--- config.mk ---
export PLATFORM = sky130hd
export DESIGN_NAME = quad_enc_gen_flat
export DESIGN_NICKNAME = d
export VERILOG_FILES = /design/src/rtl/quad_enc_gen_if.sv /design/src/rtl/quad_enc_gen.sv /design/src/flat_wrapper.sv
export SDC_FILE = /design/constraint.sdc
export NUM_CORES = 1
export LEC_CHECK = 0
export CAP_MARGIN = 20
export CORE_ASPECT_RATIO = 1.75
export CORE_MARGIN = 8
export CORE_UTILIZATION = 45
export CTS_CLUSTER_DIAMETER = 40
export DETAILED_ROUTE_END_ITERATION = 16
export PLACE_DENSITY = 0.77
export SYNTH_ARGS = -nofsm -noshare
export SYNTH_HDL_FRONTEND = slang
export SYNTH_SLANG_ARGS = --single-unit
export TNS_END_PERCENT = 50
--- constraint.sdc ---
create_clock -name clk -period 2.3 [get_ports clk]
set_clock_uncertainty 0.1 [all_clocks]
set_input_delay 0.575 -clock clk [delete_from_list [all_inputs] [get_ports clk]]
set_output_delay 0.575 -clock clk [all_outputs]
set_load 0.02 [all_outputs]
--- src/rtl/quad_enc_gen_if.sv ---
// Command and waveform bundle between a step commander and the quadrature
// encoder emulator.
interface quad_enc_gen_if #(
    parameter int CNT_W = 8,
    parameter int POS_W = 8
);
    logic             cmd_valid;
    logic             cmd_ready;
    logic             cmd_dir;
    logic [CNT_W-1:0] cmd_steps;
    logic             stop;
    logic             enc_a;
    logic             enc_b;
    logic             busy;
    logic             done;
    logic [POS_W-1:0] position;

    modport master (
        output cmd_valid, cmd_dir, cmd_steps, stop,
        input  cmd_ready, enc_a, enc_b, busy, done, position
    );

    modport slave (
        input  cmd_valid, cmd_dir, cmd_steps, stop,
        output cmd_ready, enc_a, enc_b, busy, done, position
    );
endinterface

--- src/rtl/quad_enc_gen.sv ---
// Quadrature encoder emulator: turns step commands into a clean A/B waveform
// and tracks the count a working decoder should report.
//
// state   | meaning
// --------+-----------------------------------------------------------
// ST_IDLE | A/B parked at 00, cmd_ready high, waiting for a command
// ST_RUN  | emitting quadrature steps, one A/B transition per timer expiry
module quad_enc_gen #(
    parameter int PHASE_CYCLES = 1000,
    parameter int CNT_W        = 8,
    parameter int POS_W        = 8
) (
    input  logic         clk,
    input  logic         rst_n,
    quad_enc_gen_if.slave bus
);
    localparam int            TW         = $clog2(PHASE_CYCLES);
    localparam logic [TW-1:0] TIMER_LOAD = TW'(PHASE_CYCLES - 1);

    typedef enum logic {ST_IDLE, ST_RUN} state_t;

    state_t           state_q, state_d;
    logic [TW-1:0]    timer_q, timer_d;
    logic [1:0]       idx_q, idx_d;
    logic [CNT_W-1:0] remain_q, remain_d;
    logic             dir_q, dir_d;
    logic             stop_pend_q, stop_pend_d;
    logic             enc_a_q, enc_a_d;
    logic             enc_b_q, enc_b_d;
    logic             done_q, done_d;
    logic [POS_W-1:0] pos_q, pos_d;

    // Line state {A,B} for a given index within one quadrature step.
    function automatic logic [1:0] ab_of(input logic [1:0] idx, input logic fwd);
        logic [1:0] ab;
        case (idx)
            2'd0:    ab = 2'b00;
            2'd1:    ab = fwd ? 2'b10 : 2'b01;
            2'd2:    ab = 2'b11;
            default: ab = fwd ? 2'b01 : 2'b10;
        endcase
        return ab;
    endfunction

    always_ff @(posedge clk or negedge rst_n) begin
        if (!rst_n) begin
            state_q     <= ST_IDLE;
            timer_q     <= '0;
            idx_q       <= '0;
            remain_q    <= '0;
            dir_q       <= 1'b0;
            stop_pend_q <= 1'b0;
            enc_a_q     <= 1'b0;
            enc_b_q     <= 1'b0;
            done_q      <= 1'b0;
            pos_q       <= '0;
        end else begin
            state_q     <= state_d;
            timer_q     <= timer_d;
            idx_q       <= idx_d;
            remain_q    <= remain_d;
            dir_q       <= dir_d;
            stop_pend_q <= stop_pend_d;
            enc_a_q     <= enc_a_d;
            enc_b_q     <= enc_b_d;
            done_q      <= done_d;
            pos_q       <= pos_d;
        end
    end

    always_comb begin
        state_d     = state_q;
        timer_d     = timer_q;
        idx_d       = idx_q;
        remain_d    = remain_q;
        dir_d       = dir_q;
        stop_pend_d = stop_pend_q;
        enc_a_d     = enc_a_q;
        enc_b_d     = enc_b_q;
        done_d      = 1'b0;
        pos_d       = pos_q;

        case (state_q)
            ST_IDLE: begin
                if (bus.cmd_valid) begin
                    dir_d       = bus.cmd_dir;
                    remain_d    = bus.cmd_steps;
                    stop_pend_d = 1'b0;
                    idx_d       = 2'd0;
                    timer_d     = TIMER_LOAD;
                    if (bus.cmd_steps == '0) begin
                        done_d = 1'b1;
                    end else begin
                        state_d = ST_RUN;
                    end
                end
            end
            ST_RUN: begin
                stop_pend_d = stop_pend_q | bus.stop;
                if (timer_q == '0) begin
                    timer_d            = TIMER_LOAD;
                    idx_d              = idx_q + 2'd1;
                    {enc_a_d, enc_b_d} = ab_of(idx_d, dir_q);
                    // Returning to 00 closes a step; only here may we stop.
                    if (idx_q == 2'd3) begin
                        remain_d = remain_q - CNT_W'(1);
                        pos_d    = dir_q ? pos_q + POS_W'(1) : pos_q - POS_W'(1);
                        if (remain_q == CNT_W'(1) || stop_pend_q || bus.stop) begin
                            state_d     = ST_IDLE;
                            done_d      = 1'b1;
                            stop_pend_d = 1'b0;
                        end
                    end
                end else begin
                    timer_d = timer_q - TW'(1);
                end
            end
            default: state_d = ST_IDLE;
        endcase
    end

    assign bus.cmd_ready = (state_q == ST_IDLE);
    assign bus.busy      = (state_q == ST_RUN);
    assign bus.enc_a     = enc_a_q;
    assign bus.enc_b     = enc_b_q;
    assign bus.done      = done_q;
    assign bus.position  = pos_q;
endmodule

--- src/flat_wrapper.sv ---
// flat-port wrapper written by rule: the top's interface ports become plain ports
module quad_enc_gen_flat 
#(
    parameter int PHASE_CYCLES = 1000,
    parameter int CNT_W        = 8,
    parameter int POS_W        = 8
)
  (clk, rst_n, bus_cmd_valid, bus_cmd_dir, bus_cmd_steps, bus_stop, bus_cmd_ready, bus_enc_a, bus_enc_b, bus_busy, bus_done, bus_position);
  quad_enc_gen_if #(.CNT_W(CNT_W), .POS_W(POS_W)) bus_i ();
  input  logic clk;
  input  logic rst_n;
  input wire logic [$bits(bus_i.cmd_valid)-1:0] bus_cmd_valid;
  input wire logic [$bits(bus_i.cmd_dir)-1:0] bus_cmd_dir;
  input wire logic [$bits(bus_i.cmd_steps)-1:0] bus_cmd_steps;
  input wire logic [$bits(bus_i.stop)-1:0] bus_stop;
  output wire logic [$bits(bus_i.cmd_ready)-1:0] bus_cmd_ready;
  output wire logic [$bits(bus_i.enc_a)-1:0] bus_enc_a;
  output wire logic [$bits(bus_i.enc_b)-1:0] bus_enc_b;
  output wire logic [$bits(bus_i.busy)-1:0] bus_busy;
  output wire logic [$bits(bus_i.done)-1:0] bus_done;
  output wire logic [$bits(bus_i.position)-1:0] bus_position;
  assign bus_i.cmd_valid = bus_cmd_valid;
  assign bus_i.cmd_dir = bus_cmd_dir;
  assign bus_i.cmd_steps = bus_cmd_steps;
  assign bus_i.stop = bus_stop;
  assign bus_cmd_ready = bus_i.cmd_ready;
  assign bus_enc_a = bus_i.enc_a;
  assign bus_enc_b = bus_i.enc_b;
  assign bus_busy = bus_i.busy;
  assign bus_done = bus_i.done;
  assign bus_position = bus_i.position;
  quad_enc_gen #(.PHASE_CYCLES(PHASE_CYCLES), .CNT_W(CNT_W), .POS_W(POS_W)) u_core (.clk(clk), .rst_n(rst_n), .bus(bus_i));
endmodule
==> results of run 1 <==
## metal layers
metal  wire [microns]  global-route usage  vias up
met2             2653              0.2543       26
met1             1902              0.1612      821
li1                 -                   -      845
met5                0                   0        -
met3              114             0.02969       13
met4              169             0.07820        0
## power by group through the flow
stage                     logic [W]  registers, W  clock network (W)
after floorplan            0.000215      0.000774                  0
after global placement     0.000283      0.000801                  0
after detailed placement   0.000292      0.000801                  0
after CTS                  0.000294      0.000793           0.000706
after global routing       0.000348      0.000812           0.000728
final                      0.000306      0.000796           0.000686
## synthesized netlist by cell type (2+ instances only)
library cell,count
nor4_1,2
a211oi_1,6
o32ai_1,6
ha_1,13
nor2_1,10
nor3_1,8
inv_1,11
xor2_1,8
or3_1,2
o21ai_0,11
clkbuf_1,5
o221a_2,2
dfrtp_1,34
a31oi_1,3
nor4_2,3
nand3_2,2
nand4b_1,2
a21o_1,4
nand4_1,2
nand2_1,26
xnor2_1,11
a21oi_1,16
o21bai_1,2
## stage by stage
step	instance area [sq um]	util	total power, W	hold WS, ns	std cells
2_1_floorplan	2061	-	0.0009886	0.1794	211
3_3_place_gp	2421	0.5497	0.001083	0.3609	289
3_5_place_dp	2421	0.5497	0.001093	0.3733	289
4_1_cts	2565	0.5824	0.001794	0.3902	297
5_1_grt	2604	0.5912	0.001887	0.4032	301
6_report	2604	0.5912	0.001787	0.3793	301
## timing repair
action | 4_1_cts | 5_1_grt
setup endpoints to repair | 1 | 2
pin swaps | 0 | 1
gates cloned | 0 | 0
endpoints found under the hold margin | 0 | 0
gates resized for setup | 2 | 4
buffers inserted | 0 | 4
## logic make-up (layout without fill, tap and decap cells)
| family | Yosys count | count (layout) | synth area share |
|---|---|---|---|
| xor+xnor | 19 | 19 | 0.08075 |
| simple gates | 70 | 70 | 0.1973 |
| buf+inv | 18 | 57 | 0.03643 |
| compound gates | 54 | 54 | 0.1736 |
| flops | 34 | 34 | 0.4129 |
| mux | 2 | 2 | 0.01032 |
| fa+ha+maj | 14 | 14 | 0.08865 |
## layout make-up
class / instances / share of cell area
clock buffers: 6 / 0.03172
clock inverters: 2 / 0.02307
inverters: 11 / 0.01730
multi-input cells: 159 / 0.4382
flip-flops and latches: 34 / 0.3277
well taps: 51 / 0.02451
repair buffers: 38 / 0.1374
## worst paths after layout
check                                              startpoint  slack (ns)                            endpoint  cells after the start
setup / recovery                    u_core.bus.busy$_DFF_PN0_        0.06                       bus_cmd_ready                      2
hold reg to reg            u_core.bus.position[7]$_DFFE_PN0P_        0.38  u_core.bus.position[7]$_DFFE_PN0P_                      1
max in group asynchronous                               rst_n        1.18           u_core.bus.busy$_DFF_PN0_                      2
hold / removal             u_core.bus.position[7]$_DFFE_PN0P_        0.38  u_core.bus.position[7]$_DFFE_PN0P_                      1
setup reg to reg                     u_core.dir_q$_DFFE_PN0P_        0.15  u_core.bus.position[7]$_DFFE_PN0P_                      8
min in group asynchronous                               rst_n        0.59  u_core.bus.position[7]$_DFFE_PN0P_                      2
## registers in the layout, indices dropped and copies added (netlist names)
| signal | count |
|---|---|
| u_core.bus.busy | 1 |
| u_core.bus.done | 1 |
| u_core.bus.enc_a | 1 |
| u_core.bus.enc_b | 1 |
| u_core.bus.position | 8 |
| u_core.dir_q | 1 |
| u_core.idx_q | 2 |
| u_core.remain_q | 8 |
| u_core.stop_pend_q | 1 |
| u_core.timer_q | 10 |
==> results.py, run 1 <==
metrics = {
    "synth": {
        "synth_top_area_cell": "dfrtp_1",
        "synthFlopType": "dfrtp_1",
        "avgSynthCellArea_sq_um": 9.766,
        "seq_area_frac_synth": 0.4129,
        "yosys_warnings": 0,
        "synth.top_cells.by_area": "dfrtp_1, ha_1, nand2_1",
        "synth_fp_nets": 238,
        "syn_area_sq_um": 2061,
        "synthDistinctLibCells": 45,
        "synth_edf_count": 0,
        "ys_ff_latch": 34,
        "async_reset_ff_frac": 1.000,
        "synth.top_cell.area_share": 0.4129,
        "syn_inst": 211,
    },
    "pwr": {
        "p_sw_w": 0.0004946,
        "seqPwrFrac": 0.445,
        "swShare": 0.2767,
        "p_leak_nw": 1.092,
        "ir_drop_v": 0.0005625,
        "p_comb_frac": 0.171,
        "p_per_area_nw_per_um2": 686.4,
        "p_clk_frac": 0.384,
        "p_int_w": 0.001293,
    },
    "floorplanning": {
        "die_h_microns": 105.5,
        "pin_count": 26,
        "fp.dieArea_sq_um": 7086,
        "coreArea_sq_um": 4404,
        "die_x_microns": 67.16,
        "num_rows": 32,
        "initial_core_util": 0.4679,
    },
    "critical_path": {
        "crit_type": "reg2out",
        "arrival_ns": 1.56,
        "worstPathMaxFanout": 7,
        "startpoint_type": "register",
        "slowest_stage": "clkdlybuf4s50_1",
        "worstPathCellList": "inv_2 -> clkdlybuf4s50_1",
        "cp_slowest_stage_delay_ns": 0.63,
        "cp.buffers_inverters": 2,
        "required_ns": 1.62,
        "cpLargestDelayFamily": "buffers and inverters",
        "end_kind": "primary output",
    },
    "route": {
        "antenna_left": 0,
        "via_per_inst": 5.664,
        "via_count": 1705,
        "route.detailed.drc": 0,
        "wl_per_cell_microns": 16.08,
        "drt_wl_total_mm": 4.839,
        "firstDrtPassIters": 4,
        "drtIter0Drc": 62,
    },
    "sta": {
        "slew_headroom": 0.7101,
        "final-setup-viol-count": 0,
        "worst_slack_ns": 0.06157,
        "fin_tns_setup_ns": 0,
        "rsz0062_at_grt": "no",
        "finalCriticalPeriod_ns": 2.238,
        "fmax_ghz": 0.4467,
        "hold_viol_final": 0,
        "min_period_over_period": 0.9732,
        "slew_viol_final": 0,
        "worstMarginPinSlew_ns": 0.4349,
    },
    "finish": {
        "nFillCells": 392,
        "nets": 276,
        "final_cell_mix": "dfrtp_1, nand2_1, clkdlybuf4s50_1, a21oi_1, ha_1",
        "multiInputGateArea_sq_um": 1141,
        "area_growth_pct": 26.35,
        "num_antenna_cells": 0,
        "area.sequential_sq_um": 853.3,
        "drive_gt1_frac": 0.1680,
        "final_common_cell": "dfrtp_1",
    },
    "status": {
        "status": "finished, final reports clean",
    },
    "flow_run": {
        "maxCapViolCount": 0,
    },
    "grt": {
        "track_usage": 0.1476,
        "grt_max_degree": 35,
        "antenna_found_initial": 0,
        "grt_pass1_vias": 1723,
        "grt_first_pass_wirelength_mm": 8.176,
        "grt_overflow": 0,
    },
    "clock_tree": {
        "cts.reportedPaths.clkPinSlew_ns": 0.07,
        "clock_sinks": 34,
        "cts_root_buffer": "clkbuf_8",
        "tritoncts": "yes",
        "cts_buffers": 5,
        "h-tree-depth": 2,
        "cts_hold_buf": 0,
        "clock_latency_ns": 0.29,
        "clock_path_buffers": 2,
    },
    "place": {
        "dp_hpwl_mm": 3.468,
        "gp_congestion": 0.8518,
        "place_ws_ns": 0.09540,
        "io_buffer_count": 25,
    },
    "min_path": {
        "hold_path_class": "reg2reg",
    },
}
No activity file was read; power rests on OpenSTA's default activity.
==> inputs of run 2 (changes only) <==
--- a/config.mk
+++ b/config.mk
@@ -8,10 +8,11 @@
 export CAP_MARGIN = 20
 export CORE_ASPECT_RATIO = 1.75
 export CORE_MARGIN = 8
-export CORE_UTILIZATION = 45
+export CORE_UTILIZATION = 55
 export CTS_CLUSTER_DIAMETER = 40
 export DETAILED_ROUTE_END_ITERATION = 16
-export PLACE_DENSITY = 0.77
+export HOLD_SLACK_MARGIN = 0.12
+export PLACE_DENSITY = 0.89
 export SYNTH_ARGS = -nofsm -noshare
 export SYNTH_HDL_FRONTEND = slang
 export SYNTH_SLANG_ARGS = --single-unit
==> results.py, run 2 (synthesized netlist as in run 1, its figures left out) <==
metrics = {
    "sta": {
        "fmax_ghz": 0.4616,
        "finalCriticalPeriod_ns": 2.166,
        "final-setup-viol-count": 0,
        "min_period_over_period": 0.9419,
        "worstMarginPinSlew_ns": 0.4735,
        "slew_headroom": 0.6832,
        "fin_tns_setup_ns": 0,
        "worst_slack_ns": 0.1336,
        "slew_viol_final": 0,
        "hold_viol_final": 0,
    },
    "clock_tree": {
        "tritoncts": "yes",
        "h-tree-depth": 2,
        "clock_path_buffers": 2,
        "clock_latency_ns": 0.29,
        "cts_buffers": 5,
        "clock_sinks": 34,
        "cts_root_buffer": "clkbuf_8",
        "cts_hold_buf": 0,
        "cts.reportedPaths.clkPinSlew_ns": 0.07,
    },
    "place": {
        "place_ws_ns": 0.07307,
        "io_buffer_count": 25,
        "dp_hpwl_mm": 3.437,
        "gp_congestion": 0.8648,
    },
    "pwr": {
        "p_leak_nw": 1.063,
        "p_per_area_nw_per_um2": 632.6,
        "ir_drop_v": 0.0004767,
    },
    "route": {
        "via_count": 1723,
        "route.detailed.drc": 0,
        "via_per_inst": 5.861,
        "antenna_left": 0,
        "wl_per_cell_microns": 16.18,
        "firstDrtPassIters": 4,
        "drtIter0Drc": 63,
        "drt_wl_total_mm": 4.757,
    },
    "grt": {
        "grt_first_pass_wirelength_mm": 7.948,
        "grt_max_degree": 35,
        "grt_pass1_vias": 1817,
        "track_usage": 0.1592,
        "antenna_found_initial": 0,
        "grt_overflow": 0,
    },
    "critical_path": {
        "worstPathCellList": "clkinvlp_4 -> ha_1 -> a211oi_1 -> o21ai_1 -> a31oi_1 -> mux2i_1 -> xor2_1",
        "startpoint": "u_core.dir_q$_DFFE_PN0P_",
        "rr_startpoint": "u_core.dir_q$_DFFE_PN0P_",
        "cp.buffers_inverters": 1,
        "crit_cells": 7,
        "required_ns": 2.41,
        "r2r-end": "u_core.bus.position[7]$_DFFE_PN0P_",
        "cp_slowest_stage_delay_ns": 0.44,
        "rr_worst_depth": 7,
        "crit_type": "reg2reg",
        "cpLargestDelayFamily": "compound AO/OA/AOI/OAI gates",
        "r2r_slack_ns": 0.13,
        "end_kind": "register",
        "slowest_stage": "dfrtp_2",
        "worstPathMaxFanout": 8,
        "arrival_ns": 2.28,
        "setup.worst_path.end": "u_core.bus.position[7]$_DFFE_PN0P_",
        "startpoint_type": "register",
    },
    "finish": {
        "largest_register_ffs": 10,
        "nets": 274,
        "num_antenna_cells": 0,
        "final_cell_mix": "dfrtp_1, nand2_1, clkdlybuf4s50_1, a21oi_1, ha_1",
        "largest_register": "u_core.timer_q",
        "area_growth_pct": 23.25,
        "final_common_cell": "dfrtp_1",
        "drive_gt1_frac": 0.1573,
    },
    "floorplanning": {
        "initial_core_util": 0.5737,
        "num_rows": 29,
        "die_x_microns": 62.27,
        "coreArea_sq_um": 3592,
        "die_h_microns": 96.98,
        "pin_count": 26,
        "fp.dieArea_sq_um": 6039,
    },
    "flow_run": {
        "maxCapViolCount": 0,
    },
    "status": {
        "status": "finished, final reports clean",
    },
    "min_path": {
        "hold_path_class": "reg2reg",
    },
}
==> run 2: cell types whose count changed in the layout (fill, tap and decap cells not counted), sizes merged <==
cell	previous run	this run
buf	12	11
bufinv	2	0
clkbuf	7	8
==> run 2: layout make-up <==
type	instances	area, sq um
inverters	11	45.04
clock buffers	8	110.1
repair buffers	36	332.8
fillers	241	1052
well taps	46	57.56
multi-input cells	159	1142
flip-flops and latches	34	852.1
==> run 2: per-layer routing <==
metal / GRT usage / vias up / routed length, microns
met1: 0.1587 / 829 / 1868
met5: 0 / - / 0
met2: 0.2909 / 40 / 2581
li1: - / 840 / -
met3: 0.02771 / 14 / 144
met4: 0.1025 / 0 / 164
==> run 2: how the worst min path moves through the flow <==
stage | from | end | slack, ns | cells after the start
after floorplan | rst_n | u_core.bus.busy$_DFF_PN0_ | 0.18 | 0
after global placement | u_core.stop_pend_q$_DFFE_PN0P_ | u_core.stop_pend_q$_DFFE_PN0P_ | 0.36 | 2
after detailed placement | u_core.bus.enc_a$_DFFE_PN0P_ | u_core.bus.enc_a$_DFFE_PN0P_ | 0.37 | 1
after CTS | u_core.bus.enc_a$_DFFE_PN0P_ | u_core.bus.enc_a$_DFFE_PN0P_ | 0.38 | 1
after global routing | u_core.bus.position[7]$_DFFE_PN0P_ | u_core.bus.position[7]$_DFFE_PN0P_ | 0.41 | 1
final | u_core.bus.enc_a$_DFFE_PN0P_ | u_core.bus.enc_a$_DFFE_PN0P_ | 0.38 | 1
==> run 2: timing repair <==
action	in CTS	in global routing
setup buffers	0	2
hold endpoints to repair	0	0
endpoints found under the setup margin	0	2
resized for setup	0	5
==> run 2: power by group <==
part           internal (W)  total (W)  switching, W
combinational      0.000154   0.000295      0.000141
sequential         0.000671   0.000794      0.000123
clock              0.000302   0.000518      0.000216
==> run 2: metrics by stage <==
stage          utilization  total power [W]  hold WS (ns)  cell area, sq um  cells
2_1_floorplan            -        0.0009886        0.1794              2061    211
3_3_place_gp        0.6688         0.001069        0.3625              2402    284
3_5_place_dp        0.6688         0.001088        0.3712              2402    284
4_1_cts             0.6994         0.001604        0.3838              2512    292
5_1_grt             0.7071         0.001686        0.4065              2540    294
6_report            0.7071         0.001607        0.3784              2540    294
==> edit: new RTL, config.mk and constraints of run 1 <==
`PHASE_CYCLES` is set to 1000 in 2 places; all go to 4000.
--- a/src/rtl/quad_enc_gen.sv
+++ b/src/rtl/quad_enc_gen.sv
@@ -6,7 +6,7 @@
 // ST_IDLE | A/B parked at 00, cmd_ready high, waiting for a command
 // ST_RUN  | emitting quadrature steps, one A/B transition per timer expiry
 module quad_enc_gen #(
-    parameter int PHASE_CYCLES = 1000,
+    parameter int PHASE_CYCLES = 4000,
     parameter int CNT_W        = 8,
     parameter int POS_W        = 8
 ) (
--- a/src/flat_wrapper.sv
+++ b/src/flat_wrapper.sv
@@ -1,7 +1,7 @@
 // flat-port wrapper written by rule: the top's interface ports become plain ports
 module quad_enc_gen_flat 
 #(
-    parameter int PHASE_CYCLES = 1000,
+    parameter int PHASE_CYCLES = 4000,
     parameter int CNT_W        = 8,
     parameter int POS_W        = 8
 )
Behaviour: same outputs for any inputs over 10 cycles, from zero or initial values and one cycle with rst_n low; that may be too few to reach the edited logic, so the function may still have changed.
==> edit against run 1 <==
Non-clock buffer count rose by 2; sequential cell count rose by 2; routed wire length rose by 9.7%; count of clock-buffer cells in the layout did not move; area after synthesis rose by 5.0%; clock power fell by 39%; first-iteration DRC count rose by 11%; power fell by 5.9%; final area rose by 1.7%; global-route usage rose by 1.1 points; setup slack improved by 0.092 ns; via count rose by 14%.
==> edit: results (changes against run 1) <==
* Number of distinct library cells after synthesis at 44 (was 45)
* Vias per inst at 5.96 (was 5.66)
* Synth top cells by count: dfrtp_1, nand2_1, a21oi_1, o21ai_0 (was dfrtp_1, nand2_1, a21oi_1, ha_1)
* # nets final at 303 (was 276)
* Area contributors post-synth: dfrtp_1, ha_1, nand2_1 (unchanged)
* Net Count, Synth at 263 (was 238)
* Status: finished clean (unchanged)
* First-pass GRT wire length at 9190 µm (was 8180 µm)
* Placed insts at 316 (was 289)
* Post-Route WL at 5310 µm (was 4840 µm)
* Post-Synthesis Cells at 235 (was 211)
* FFs w/ async S/R, synth at 1.00 (unchanged)
* Lkg Pwr at 1.12 nW (was 1.09 nW)
* Largest net degree at the start of global routing at 23 (was 35)
* CTS HTree Levels at 2 (unchanged)
* Fill cells at 428 (was 392)
* Final HPWL DP at 4110 µm (was 3470 µm)
* CP max FO at 10 (was 7)
* Layout cells sized above 1 at 0.120 (was 0.168)
* Worst Tran Pin Value at 0.474 ns (was 0.435 ns)
* Number of global-route vias before repair at 2048 (was 1723)
* Gr usage total at 0.159 (was 0.148)
* Worst min path class: input pin to asynchronous set/reset pin (was flop to flop)
* Total CTS buffers at 5 (unchanged)
* Max FFs per register at 12 (was 10)
* Worst slack, placed at 0.0397 ns (was 0.0954 ns)
* 1st-iter DRT viols at 69 (was 62)
* GP Congestion at 0.887 (was 0.852)
* Arrival @ worst endpoint at 2.26 ns (was 1.56 ns)
* Placed cell area at 2530 µm² (was 2420 µm²)
* Seq/Total Area, Yosys at 0.416 (was 0.413)
* Worst IR Drop VDD at 535 µV (was 562 µV)
* Biggest register: u_core.timer_q (unchanged)
* Post-route insts no fill at 327 (was 301)
-- edit: area by class of cell --
| cell class | instances | area [µm²] | share of cell area |
|---|---|---|---|
| multi-input combinational | 182 | 1190 | 0.451 |
| inverter | 10 | 41.3 | 0.0156 |
| clock inverter | 1 | 5.00 | 0.00189 |
| tap | 52 | 65.1 | 0.0246 |
| sequential | 36 | 902 | 0.341 |
| timing repair buffer | 40 | 368 | 0.139 |
| clock buffer | 6 | 72.6 | 0.0274 |
-- edit: metrics by stage --
step | power [mW] | util | hold slack (ns)
finish | 1.68 | 0.568 | 0.139
global route | 1.79 | 0.568 | 0.177
CTS | 1.68 | 0.559 | 0.144
detailed placement | 1.25 | 0.543 | 0.365
global placement | 1.24 | 0.543 | 0.358
floorplan | 1.13 | - | 0.179
-- edit: routing by layer --
metal / up-vias / global-route usage / wire, µm
met4: 0 / 0.0795 / 186
li1: 943 / - / -
met5: - / 0 / 0
met3: 16 / 0.0313 / 162
met2: 39 / 0.286 / 2870
met1: 951 / 0.164 / 2090
-- edit: final timing paths --
path | startpoint | to | slack (ns) | cells past startpoint
max in group asynchronous | rst_n | u_core.dir_q$_DFFE_PN0P_ | 1.49 | 2
worst min register to register | u_core.bus.position[7]$_DFFE_PN0P_ | u_core.bus.position[7]$_DFFE_PN0P_ | 0.37 | 1
min in group clk | u_core.bus.position[7]$_DFFE_PN0P_ | u_core.bus.position[7]$_DFFE_PN0P_ | 0.37 | 1
worst max-delay path | u_core.timer_q[0]$_DFFE_PN0P_ | u_core.remain_q[7]$_DFFE_PN0P_ | 0.15 | 9
worst max register to register | u_core.timer_q[0]$_DFFE_PN0P_ | u_core.remain_q[7]$_DFFE_PN0P_ | 0.15 | 9
worst min-delay path | rst_n | u_core.timer_q[0]$_DFFE_PN0P_ | 0.14 | 1
-- edit: logic make-up (layout without fill, tap and decap cells) --
group	after synthesis	count (layout)	synth area share
AO/OA/AOI/OAI	69	69	0.198
adder cells (fa/ha/maj)	15	15	0.0902
AND/OR/NAND/NOR	86	86	0.212
XOR/XNOR	12	12	0.0486
buffers and inverters	17	57	0.0353
flip-flops	36	36	0.416
-- edit: report_power, final --
part	total, mW	internal [mW]	switching (mW)
registers	0.861	0.726	0.135
clock network	0.419	0.206	0.214
logic	0.401	0.190	0.211
-- edit: worst max-delay path, cell delays in order (launching register included) --
cell and delay, ns:
dfrtp_1 0.39, inv_2 0.07, ha_1 0.22, nor2b_1 0.15, and4b_2 0.28, buf_4 0.14
and3_1 0.19, buf_4 0.17, a31o_2 0.20, a31oi_1 0.16
-- edit: what timing repair did --
action | in CTS | in global routing
hold buffers | 0 | 0
setup endpoints to repair | 0 | 3
gates resized for setup | 0 | 6
buffers inserted | 0 | 4
